<file path="config.mk">
export PLATFORM = sky130hd
export DESIGN_NAME = uart_tx
export DESIGN_NICKNAME = d
export VERILOG_FILES = /design/src/rtl/uart_pkg.sv /design/src/rtl/uart_tx.sv
export SDC_FILE = /design/constraint.sdc
export NUM_CORES = 1
export LEC_CHECK = 0
export ABC_AREA = 1
export BUFFER_PORTS_ARGS = -buffer_cell sky130_fd_sc_hd__clkbuf_2
export CORE_ASPECT_RATIO = 1.1
export CORE_MARGIN = 5
export CORE_UTILIZATION = 29
export DETAILED_ROUTE_END_ITERATION = 16
export GPL_TIMING_DRIVEN = 0
export PLACE_DENSITY_LB_ADDON = 0.1
export SLEW_MARGIN = 20
export SYNTH_ARGS = -nofsm -noshare
export SYNTH_HDL_FRONTEND = slang
export SYNTH_SLANG_ARGS = --single-unit
</file>
<file path="constraint.sdc">
create_clock -name clk -period 2.9 [get_ports clk]
set_input_delay 0.725 -clock clk [delete_from_list [all_inputs] [get_ports clk]]
set_output_delay 0.725 -clock clk [all_outputs]
set_load 0.01 [all_outputs]
</file>
<file path="src/rtl/uart_pkg.sv">
// uart_pkg: shared UART transmitter state type, idle line level and parity helper
package uart_pkg;

   typedef enum logic [2:0] {IDLE, SYNC, START, DATA, PARITY, STOP} uart_tx_state_t;

   localparam logic IDLE_LVL = 1'b1;

   function automatic logic even_parity(input logic [8:0] d);
      return ^d;
   endfunction

endpackage

</file>
<file path="src/rtl/uart_tx.sv">
// uart_tx: LSB-first async serial transmitter paced by an external bit-period enable; UART_TX_PARITY_EN adds an even-parity bit
module uart_tx
   import uart_pkg::*;
#(
   parameter int DATA_W    = 8,
   parameter int STOP_BITS = 1
) (
   input  logic              clk,
   input  logic              rst,
   input  logic              cke,
   input  logic [DATA_W-1:0] data,
   input  logic              valid,
   output logic              ready,
   output logic              tx,
   output logic              busy
);

   localparam int BW = $clog2(DATA_W);

   uart_tx_state_t    state_q;
   logic [DATA_W-1:0] sh_q;
   logic [BW-1:0]     bit_q;
   logic              stop_q;
   logic              tx_q;
   logic              busy_q;
`ifdef UART_TX_PARITY_EN
   logic              par_q;
`endif

   assign ready = (state_q == IDLE) && !rst;
   assign tx    = tx_q;
   assign busy  = busy_q;

   // frame sequencer: every state advance except the accept waits for a cke pulse
   always_ff @(posedge clk or posedge rst) begin
      if (rst) begin
         state_q <= IDLE;
         sh_q    <= '0;
         bit_q   <= '0;
         stop_q  <= 1'b0;
         tx_q    <= IDLE_LVL;
         busy_q  <= 1'b0;
`ifdef UART_TX_PARITY_EN
         par_q   <= 1'b0;
`endif
      end else begin
         case (state_q)
            IDLE: if (valid) begin
               state_q <= SYNC;
               sh_q    <= data;
               busy_q  <= 1'b1;
`ifdef UART_TX_PARITY_EN
               par_q   <= even_parity(9'(data));
`endif
            end
            SYNC: if (cke) begin
               state_q <= START;
               tx_q    <= 1'b0;
            end
            START: if (cke) begin
               state_q <= DATA;
               tx_q    <= sh_q[0];
               bit_q   <= '0;
            end
            DATA: if (cke) begin
               if (bit_q == BW'(DATA_W - 1)) begin
`ifdef UART_TX_PARITY_EN
                  state_q <= PARITY;
                  tx_q    <= par_q;
`else
                  state_q <= STOP;
                  tx_q    <= IDLE_LVL;
                  stop_q  <= 1'b0;
`endif
               end else begin
                  sh_q  <= sh_q >> 1;
                  tx_q  <= sh_q[1];
                  bit_q <= bit_q + 1'b1;
               end
            end
`ifdef UART_TX_PARITY_EN
            PARITY: if (cke) begin
               state_q <= STOP;
               tx_q    <= IDLE_LVL;
               stop_q  <= 1'b0;
            end
`endif
            STOP: if (cke) begin
               if (stop_q == 1'(STOP_BITS - 1)) begin
                  state_q <= IDLE;
                  busy_q  <= 1'b0;
               end else begin
                  stop_q <= 1'b1;
               end
            end
            default: state_q <= IDLE;
         endcase
      end
   end

endmodule

</file>
==> qor.json, run 1 <==
{
  "outcome": {
    "status": "finished clean"
  },
  "routing": {
    "drt_iter0_drc": 45,
    "met2WireLength_mm": 1.022,
    "route.layer.met1.wl_um": 967,
    "route.top_layer_used": "met4",
    "wl_per_cell_um": 11.45,
    "drt_first_pass_iters": 4,
    "num_vias": 873,
    "antenna_violating_nets_post_route": 0,
    "routed_wirelength_mm": 2.096,
    "routed_via_density": 4.770,
    "dr_drc_count": 0,
    "dr_wl_met3_um": 85
  },
  "clocking": {
    "worst_setup_hold_path_clk_slew_ps": 100,
    "cts_buffer_depth": 2,
    "cts_resized": 0,
    "tritoncts_num_sinks": 16,
    "cts.hold.buffers_added": 0,
    "cts.root.buffer_cell": "sky130_fd_sc_hd__clkbuf_4",
    "cts_made_buffers": 3,
    "tritoncts": "done",
    "htree_levels": 1,
    "post-cts-setup-buffers": 0,
    "clk-insertion-delay-late_ps": 290
  },
  "floorplanning": {
    "dieWidth_um": 65.38,
    "io_pins": 15,
    "core_region_area_um2": 3303,
    "die_area_um2": 4637,
    "floorplan.initialDensity_pct": 29.62,
    "core.rowCount": 22,
    "chipHeight_um": 70.92
  },
  "pwr": {
    "sw_frac_of_total_pct": 45.22,
    "pwr_density_cell_nw_per_um2": 927.0,
    "internal_portion_of_total_power_mw": 0.5686,
    "leakagePower_nw": 0.6094,
    "portion_of_total_power_attributed_to_the_clock_network_pct": 12.0,
    "seqPwrFrac_pct": 34.4,
    "netSwitchingPower_mw": 0.4694,
    "share_comb_of_total_power_pct": 53.6,
    "total_power_mw": 1.038,
    "peakVddDrop_mv": 0.2509
  },
  "logic_synthesis": {
    "synth.net_count": 144,
    "synth_compound_area_share_pct": 4.220,
    "synth_seq_area_share_pct": 41.05,
    "avgSynthCellArea_um2": 7.585,
    "netlist_area_um2": 978.4,
    "synthesized_area_fraction_occupied_by_and_or_nand_nor_cells_pct": 45.14,
    "synth_top_family_by_area": "simple AND/OR/NAND/NOR gates",
    "syn-instance-count": 129,
    "synth_xor_xnor_area_share_pct": 0,
    "yosysWarningCount": 0,
    "synthAdderAreaFrac_pct": 3.836,
    "synth_mux_area_share_pct": 0,
    "synthesized_flop_and_latch_total": 16,
    "unique_masters_post_synth": 23
  },
  "worst_setup_path": {
    "critical_path.reg2reg.endpoint": "sh_q[6]",
    "criticalPathCategory": "register to output port",
    "critical_path.endpoint_type": "output port",
    "worstPathMaxFanout": 8,
    "rr_worst_depth": 8,
    "timing.critical_path.from_type": "register",
    "critPathRequiredTime_ps": 2170,
    "r2r-start": "bit_q[0]",
    "setup_slack_on_the_worst_flop_to_flop_path_ps": 1460,
    "worstPathArrival_ps": 1320
  },
  "layout": {
    "antenna_cells_inserted": 0,
    "nets": 163,
    "layout_common_cells": "58 x sky130_fd_sc_hd__nand2_1, 15 x sky130_fd_sc_hd__dfrtp_1, 14 x sky130_fd_sc_hd__nand3_1, 14 x sky130_fd_sc_hd__clkbuf_2, 7 x sky130_fd_sc_hd__inv_1",
    "drive_gt1_share_pct": 23.13,
    "layout_commonest_cell": "sky130_fd_sc_hd__nand2_1",
    "finalNonFillerCells": 183,
    "synthToLayoutAreaGrowth_pct": 14.45
  },
  "timing": {
    "shortest_period_the_worst_path_allows_ps": 2045,
    "fraction_of_the_cycle_the_final_worst_path_needs_pct": 70.53,
    "worst-slew-pin-transition_ps": 631.0,
    "unrepaired_setup_endpoints_after_global_routing": "no",
    "final_number_of_max_transition_violations": 0,
    "timing.final.setup_violations": 0,
    "final_total_negative_setup_slack_ps": 0,
    "clock.fmax_mhz": 488.9,
    "finalClockSkew_ps": 9.015,
    "hold_violations": 0,
    "worst_slew_margin_rel_pct": 57.89
  },
  "grt": {
    "grt_pass1_wl_mm": 3.774,
    "grt-ovfl-total": 0,
    "grt_max_degree": 17,
    "groute.usage.overall_pct": 10.59,
    "number_of_global_route_vias_before_repair": 846,
    "antenna_violations_before_repair": 0
  },
  "worst_hold_path": {
    "min_path_cells": 2,
    "hold_path_end": "busy",
    "min-delay-start": "busy",
    "timing.hold.worst.class": "register to register"
  },
  "placed_design": {
    "hpwl_mm": 1.529,
    "place_congestion": 0.6978,
    "port_buffers": 14,
    "place.detailed.instances": 179
  },
  "run": {
    "cap_viol_max_count": 0
  }
}
-- layer usage --
metal	vias up	track usage, %
met5	-	0
met4	0	4.839
met3	2	2.381
met2	18	17.55
met1	400	12.95
li1	453	-
-- worst max path at each step --
stage,start,to,slack [ps],cells after the start
floorplan,rst,ready,1280,1
global placement,rst,ready,1140,3
detailed placement,rst,ready,1130,3
CTS,state_q[2],ready,850,4
global route,state_q[2],ready,770,4
finish,state_q[2],ready,850,4
-- worst max-delay path, cell delays in order, from the launching register on --
cell,delay (ps)
sky130_fd_sc_hd__dfrtp_1,500
sky130_fd_sc_hd__inv_2,200
sky130_fd_sc_hd__nand2_1,100
sky130_fd_sc_hd__nor2_1,90
sky130_fd_sc_hd__clkbuf_2,140
-- power by group through the flow --
stage / Clock, mW / Combinational, mW / Sequential, mW
floorplan: 0 / 0.445 / 0.358
global placement: 0 / 0.560 / 0.361
detailed placement: 0 / 0.565 / 0.362
CTS: 0.133 / 0.567 / 0.357
global route: 0.145 / 0.646 / 0.368
finish: 0.125 / 0.556 / 0.357
-- cell usage after synthesis --
cell type,count,share of area [%]
sky130_fd_sc_hd__nand2_1,58,22
sky130_fd_sc_hd__dfrtp_1,15,38
sky130_fd_sc_hd__nand3_1,14,7.2
sky130_fd_sc_hd__inv_1,7,2.7
sky130_fd_sc_hd__nand2_2,5,3.2
sky130_fd_sc_hd__nand4_1,5,3.2
sky130_fd_sc_hd__ha_1,3,3.8
sky130_fd_sc_hd__o21ai_1,3,1.5
sky130_fd_sc_hd__buf_4,2,1.5
sky130_fd_sc_hd__nand2_4,2,2.3
sky130_fd_sc_hd__nor2_1,2,0.77
sky130_fd_sc_hd__nor2_4,2,2.3
sky130_fd_sc_hd__a21oi_1,1,0.51
sky130_fd_sc_hd__buf_6,1,1.2
sky130_fd_sc_hd__dfstp_2,1,2.7
sky130_fd_sc_hd__inv_2,1,0.38
sky130_fd_sc_hd__nand3_2,1,1.0
sky130_fd_sc_hd__nand3_4,1,1.8
sky130_fd_sc_hd__nor3_1,1,0.51
sky130_fd_sc_hd__o21ai_0,1,0.51
sky130_fd_sc_hd__o21ai_2,1,0.90
sky130_fd_sc_hd__o31ai_1,1,0.77
sky130_fd_sc_hd__or2_1,1,0.64
-- registers in the layout (all words and copies together), names as in the netlist --
| signal | flops |
|---|---|
| tx | 1 |
| busy | 1 |
| bit_q | 3 |
| state_q | 3 |
| sh_q | 8 |
-- cell families (layout without fill, tap and decap cells) --
group           Yosys count  in the layout
compound gates            7              7
fa+ha+maj                 3              3
buf+inv                  11             29
flops                    16             16
simple gates             92             92
-- layout make-up --
class,count,area [um2]
fillers,362,2183
plain buffers,3,26.28
flip-flops and latches,16,401.6
inverters,8,30.03
clock buffers,4,26.28
multi-input cells,102,520.5
repair buffers,14,70.07
well taps,36,45.04
-- through the flow --
step	util [%]	instance area (um2)	setup WS (ps)	hold slack, ps
after global placement	33.11	1094	1143	454.2
after detailed placement	33.11	1094	1131	458.6
final	33.90	1120	854.8	474.8
after global routing	33.90	1120	773.3	509.8
after floorplan	-	978.4	1281	442.0
after CTS	33.90	1120	845.5	477.5
No activity file was read; power rests on OpenSTA's default activity.
==> run 2, diff against run 1 <==
--- a/config.mk
+++ b/config.mk
@@ -5,7 +5,7 @@
 export SDC_FILE = /design/constraint.sdc
 export NUM_CORES = 1
 export LEC_CHECK = 0
-export ABC_AREA = 1
+export ABC_AREA = 0
 export BUFFER_PORTS_ARGS = -buffer_cell sky130_fd_sc_hd__clkbuf_2
 export CORE_ASPECT_RATIO = 1.1
 export CORE_MARGIN = 5
==> constraint.sdc (replaced) <==
create_clock -name clk -period 1.8 [get_ports clk]
set_input_delay 0.45 -clock clk [delete_from_list [all_inputs] [get_ports clk]]
set_output_delay 0.45 -clock clk [all_outputs]
set_load 0.01 [all_outputs]
==> run 2 against run 1 <==
Power up 74%. Design area up 1.9%. Critical path type is now register to register. Core utilization up 4.2 points. Clock-buffer cell count unchanged. First-iteration DRC count down 53%. Setup slack worse by 800 ps. Final cell count down 25%. Combinational power up 73%.
==> qor.json, run 2 <==
{
  "outcome": {
    "status": "finished clean"
  },
  "grt": {
    "number_of_global_route_vias_before_repair": {"value": 745, "change": "-12%"},
    "grt-ovfl-total": {"value": 0, "change": "unchanged"},
    "groute.usage.overall": {"value": 9.919, "unit": "%", "change": "-0.67 points"},
    "antenna_violations_before_repair": {"value": 0, "change": "unchanged"},
    "grt_max_degree": {"value": 17, "change": "unchanged"},
    "grt_pass1_wl": {"value": 3.415, "unit": "mm", "change": "-9.5%"}
  },
  "placed_design": {
    "place.detailed.instances": {"value": 129, "change": "-28%"},
    "hpwl": {"value": 1.315, "unit": "mm", "change": "-14%"},
    "place_worst_setup_slack": {"value": -69.34, "unit": "ps", "change": "-1201 ps"},
    "place_congestion": {"value": 0.7530, "change": "+7.9%"},
    "port_buffers": {"value": 13, "change": "-1"},
    "post_dp_cell_area": {"value": 1001, "unit": "um2", "change": "-8.5%"}
  },
  "logic_synthesis": {
    "synth.net_count": {"value": 97, "change": "-33%"},
    "async_flop_share": {"value": 100.0, "unit": "%", "change": "unchanged"},
    "synth_enable_flop_cells": {"value": 0, "change": "unchanged"},
    "synth_common_cells": "15 x sky130_fd_sc_hd__dfrtp_1, 14 x sky130_fd_sc_hd__mux2_2, 6 x sky130_fd_sc_hd__inv_1, 6 x sky130_fd_sc_hd__o21ai_0",
    "syn-instance-count": {"value": 82, "change": "-36%"},
    "synth_ff_type": "sky130_fd_sc_hd__dfrtp_1",
    "unique_masters_post_synth": {"value": 31, "change": "+35%"},
    "synth_seq_area_share": {"value": 44.96, "unit": "%", "change": "+3.9 points"},
    "yosysWarningCount": {"value": 0, "change": "unchanged"},
    "synthesized_flop_and_latch_total": {"value": 16, "change": "unchanged"},
    "netlist_area": {"value": 893.4, "unit": "um2", "change": "-8.7%"},
    "avgSynthCellArea": {"value": 10.89, "unit": "um2", "change": "+44%"},
    "most_instantiated_library_cell_after_synthesis": "sky130_fd_sc_hd__dfrtp_1",
    "synth_area_leader_cell": "sky130_fd_sc_hd__dfrtp_1",
    "yosysTopAreaCellShare": {"value": 42.02, "unit": "%", "change": "+3.7 points"},
    "synthTopCellsByArea": "sky130_fd_sc_hd__dfrtp_1 42%, sky130_fd_sc_hd__mux2_2 18%, sky130_fd_sc_hd__ha_1 4.2%"
  },
  "pwr": {
    "portion_of_total_power_attributed_to_the_clock_network": {"value": 13.6, "unit": "%", "change": "+1.6 points"},
    "internal_portion_of_total_power": {"value": 1.200, "unit": "mW", "change": "+110%"},
    "seqPwrFrac": {"value": 32.9, "unit": "%", "change": "-1.5 points"},
    "pwr_density_cell": {"value": 1580, "unit": "nW/um2", "change": "+70%"},
    "peakVddDrop": {"value": 0.6630, "unit": "mV", "change": "+160%"},
    "share_comb_of_total_power": {"value": 53.5, "unit": "%", "change": "about the same"},
    "leakagePower": {"value": 0.5352, "unit": "nW", "change": "-12%"},
    "netSwitchingPower": {"value": 0.6029, "unit": "mW", "change": "+28%"},
    "total_power": {"value": 1.803, "unit": "mW", "change": "+74%"},
    "sw_frac_of_total": {"value": 33.44, "unit": "%", "change": "-12 points"}
  },
  "worst_setup_path": {
    "critical_path.reg2reg.endpoint": "sh_q[3]",
    "setup_slack_on_the_worst_flop_to_flop_path": {"value": 60, "unit": "ps", "change": "-1400 ps"},
    "critical_path.endpoint_type": "register",
    "r2r-start": "bit_q[1]",
    "rr_worst_depth": {"value": 6, "change": "-2"},
    "critPathRequiredTime": {"value": 1980, "unit": "ps", "change": "-190 ps"},
    "critPathMaxStageDelay": {"value": 390, "unit": "ps", "change": "-110 ps"},
    "timing.critical_path.from_type": "register",
    "worstPathArrival": {"value": 1920, "unit": "ps", "change": "+600 ps"},
    "criticalPathCategory": "register to register",
    "cp_cell_sequence": "ha_2 > ha_4 > nand4b_1 > a21oi_4 > buf_6 > mux2_4",
    "worstPathMaxFanout": {"value": 4, "change": "-4"},
    "crit_slowest_cell": "sky130_fd_sc_hd__dfrtp_1"
  },
  "timing": {
    "hold_violations": {"value": 0, "change": "unchanged"},
    "timing.final.setup_violations": {"value": 0, "change": "unchanged"},
    "unrepaired_setup_endpoints_after_global_routing": "yes",
    "fin_hold_ws": {"value": 246.5, "unit": "ps", "change": "-228.3 ps"},
    "final_number_of_max_transition_violations": {"value": 0, "change": "unchanged"},
    "worst_slew_margin_rel": {"value": 55.57, "unit": "%", "change": "-2.3 points"},
    "worst_slack": {"value": 59.69, "unit": "ps", "change": "-795.1 ps"},
    "shortest_period_the_worst_path_allows_ps": 1740,
    "fraction_of_the_cycle_the_final_worst_path_needs_pct": 96.68,
    "finalClockSkew": {"value": 2.491, "unit": "ps", "change": "-6.524 ps"},
    "clock.fmax_mhz": 574.6,
    "final_total_negative_setup_slack": {"value": 0, "unit": "ps", "change": "unchanged"},
    "worst-slew-pin-transition": {"value": 665.7, "unit": "ps", "change": "+34.77 ps"}
  },
  "layout": {
    "drive_gt1_share": {"value": 46.60, "unit": "%", "change": "+23 points"},
    "largest_register_ffs": {"value": 8, "change": "unchanged"},
    "largestRegisters": "sh_q (8), bit_q (3), state_q (3)",
    "nets": {"value": 119, "change": "-27%"},
    "finalNonFillerCells": {"value": 137, "change": "-25%"},
    "finish.instance_area": {"value": 1141, "unit": "um2", "change": "+1.9%"},
    "post-route-util": {"value": 38.10, "unit": "%", "change": "+4.2 points"},
    "layout_common_cells": "14 x sky130_fd_sc_hd__dfrtp_1, 12 x sky130_fd_sc_hd__clkbuf_2, 7 x sky130_fd_sc_hd__mux2_2, 7 x sky130_fd_sc_hd__mux2_4",
    "layout.filler_cells": {"value": 321, "change": "-11%"},
    "antenna_cells_inserted": {"value": 0, "change": "unchanged"},
    "layout_commonest_cell": "sky130_fd_sc_hd__dfrtp_1",
    "largest_register": "sh_q",
    "synthToLayoutAreaGrowth_pct": 27.73
  },
  "clocking": {
    "worst_setup_hold_path_clk_slew": {"value": 100, "unit": "ps", "change": "about the same"},
    "tritoncts_num_sinks": {"value": 16, "change": "unchanged"},
    "cts.hold.buffers_added": {"value": 0, "change": "unchanged"},
    "htree_levels": {"value": 1, "change": "unchanged"},
    "cts_made_buffers": {"value": 3, "change": "unchanged"},
    "cts.root.buffer_cell": "sky130_fd_sc_hd__clkbuf_4",
    "tritoncts": "done",
    "clk-insertion-delay-late": {"value": 290, "unit": "ps", "change": "about the same"},
    "cts_buffer_depth": {"value": 2, "change": "unchanged"}
  },
  "routing": {
    "num_vias": {"value": 687, "change": "-21%"},
    "drt_iter0_drc": {"value": 21, "change": "-53%"},
    "dr_drc_count": {"value": 0, "change": "unchanged"},
    "routed_via_density": {"value": 5.015, "change": "+5.1%"},
    "wl_per_cell": {"value": 14.22, "unit": "um", "change": "+24%"},
    "drt_first_pass_iters": {"value": 4, "change": "unchanged"},
    "antenna_violating_nets_post_route": {"value": 0, "change": "unchanged"},
    "routed_wirelength": {"value": 1.948, "unit": "mm", "change": "-7.1%"}
  },
  "floorplanning": {
    "floorplan.initialDensity": {"value": 29.82, "unit": "%", "change": "+0.20 points"},
    "die_area": {"value": 4292, "unit": "um2", "change": "-7.4%"},
    "core_region_area": {"value": 2995, "unit": "um2", "change": "-9.3%"},
    "io_pins": {"value": 15, "change": "unchanged"},
    "dieWidth": {"value": 62.92, "unit": "um", "change": "-3.8%"},
    "core.rowCount": {"value": 21, "change": "-4.5%"},
    "chipHeight": {"value": 68.21, "unit": "um", "change": "-3.8%"}
  },
  "run": {
    "cap_viol_max_count": {"value": 0, "change": "unchanged"}
  },
  "worst_hold_path": {
    "timing.hold.worst.class": "primary input to async pin"
  }
}
## run 2: logic make-up (layout without fill, tap and decap cells)
logic type               Yosys count  count (layout)  share of synthesized area (%)
AND/OR/NAND/NOR                   20              20                          14.01
AO/OA/AOI/OAI                     17              17                          13.17
flip-flops                        16              16                          44.96
multiplexers                      14              14                          17.65
buffers and inverters             12              33                          6.021
adder cells (fa/ha/maj)            3               3                          4.202
## run 2: final cells by class
cell class              instances  area (um2)  share of cell area, %
inverters                       6       22.52                  1.974
multi-input cells              54       485.5                  42.54
repair buffers                 18       110.1                  9.649
well taps                      34       42.54                  3.728
plain buffers                   5       41.29                  3.618
flip-flops and latches         16       402.9                  35.31
clock buffers                   4       36.28                  3.180
## run 2: critical path, delay by kind of cell, from the launching register on
family,cells,cell delay [ps]
mux,1,290
simple gates,1,220
buf+inv,1,150
fa+ha+maj,2,370
compound gates,1,220
flops,1,390
## run 2: how the worst max path moves through the flow
stage          depth (start not counted)      end  startpoint
2_1_floorplan                          5  sh_q[0]    bit_q[0]
3_3_place_gp                           5  sh_q[3]    bit_q[0]
3_5_place_dp                           5  sh_q[5]    bit_q[0]
4_1_cts                                6  sh_q[0]    bit_q[0]
5_1_grt                                6  sh_q[3]    bit_q[1]
6_report                               6  sh_q[3]    bit_q[1]
## run 2: repair_timing
item	CTS	global route
setup buffers	2	3
gates resized for setup	7	16
pin swaps	2	2
endpoints found under the setup margin	8	8
## run 2: metal layers
layer / wire length (um) / global-route usage [%] / share of wire, %
met4: 23 / 3.979 / 1.2
met1: 947 / 12.24 / 49
met3: 36 / 1.478 / 1.8
met2: 942 / 17.44 / 48
met5: 0 / 0 / 0
## run 2: power groups by stage
stage	Clock [mW]	Combinational [mW]	Sequential [mW]
floorplan	0	0.615	0.568
global placement	0	0.755	0.577
detailed placement	0	0.769	0.579
CTS	0.257	0.801	0.589
global route	0.274	1.08	0.610
finish	0.246	0.964	0.593
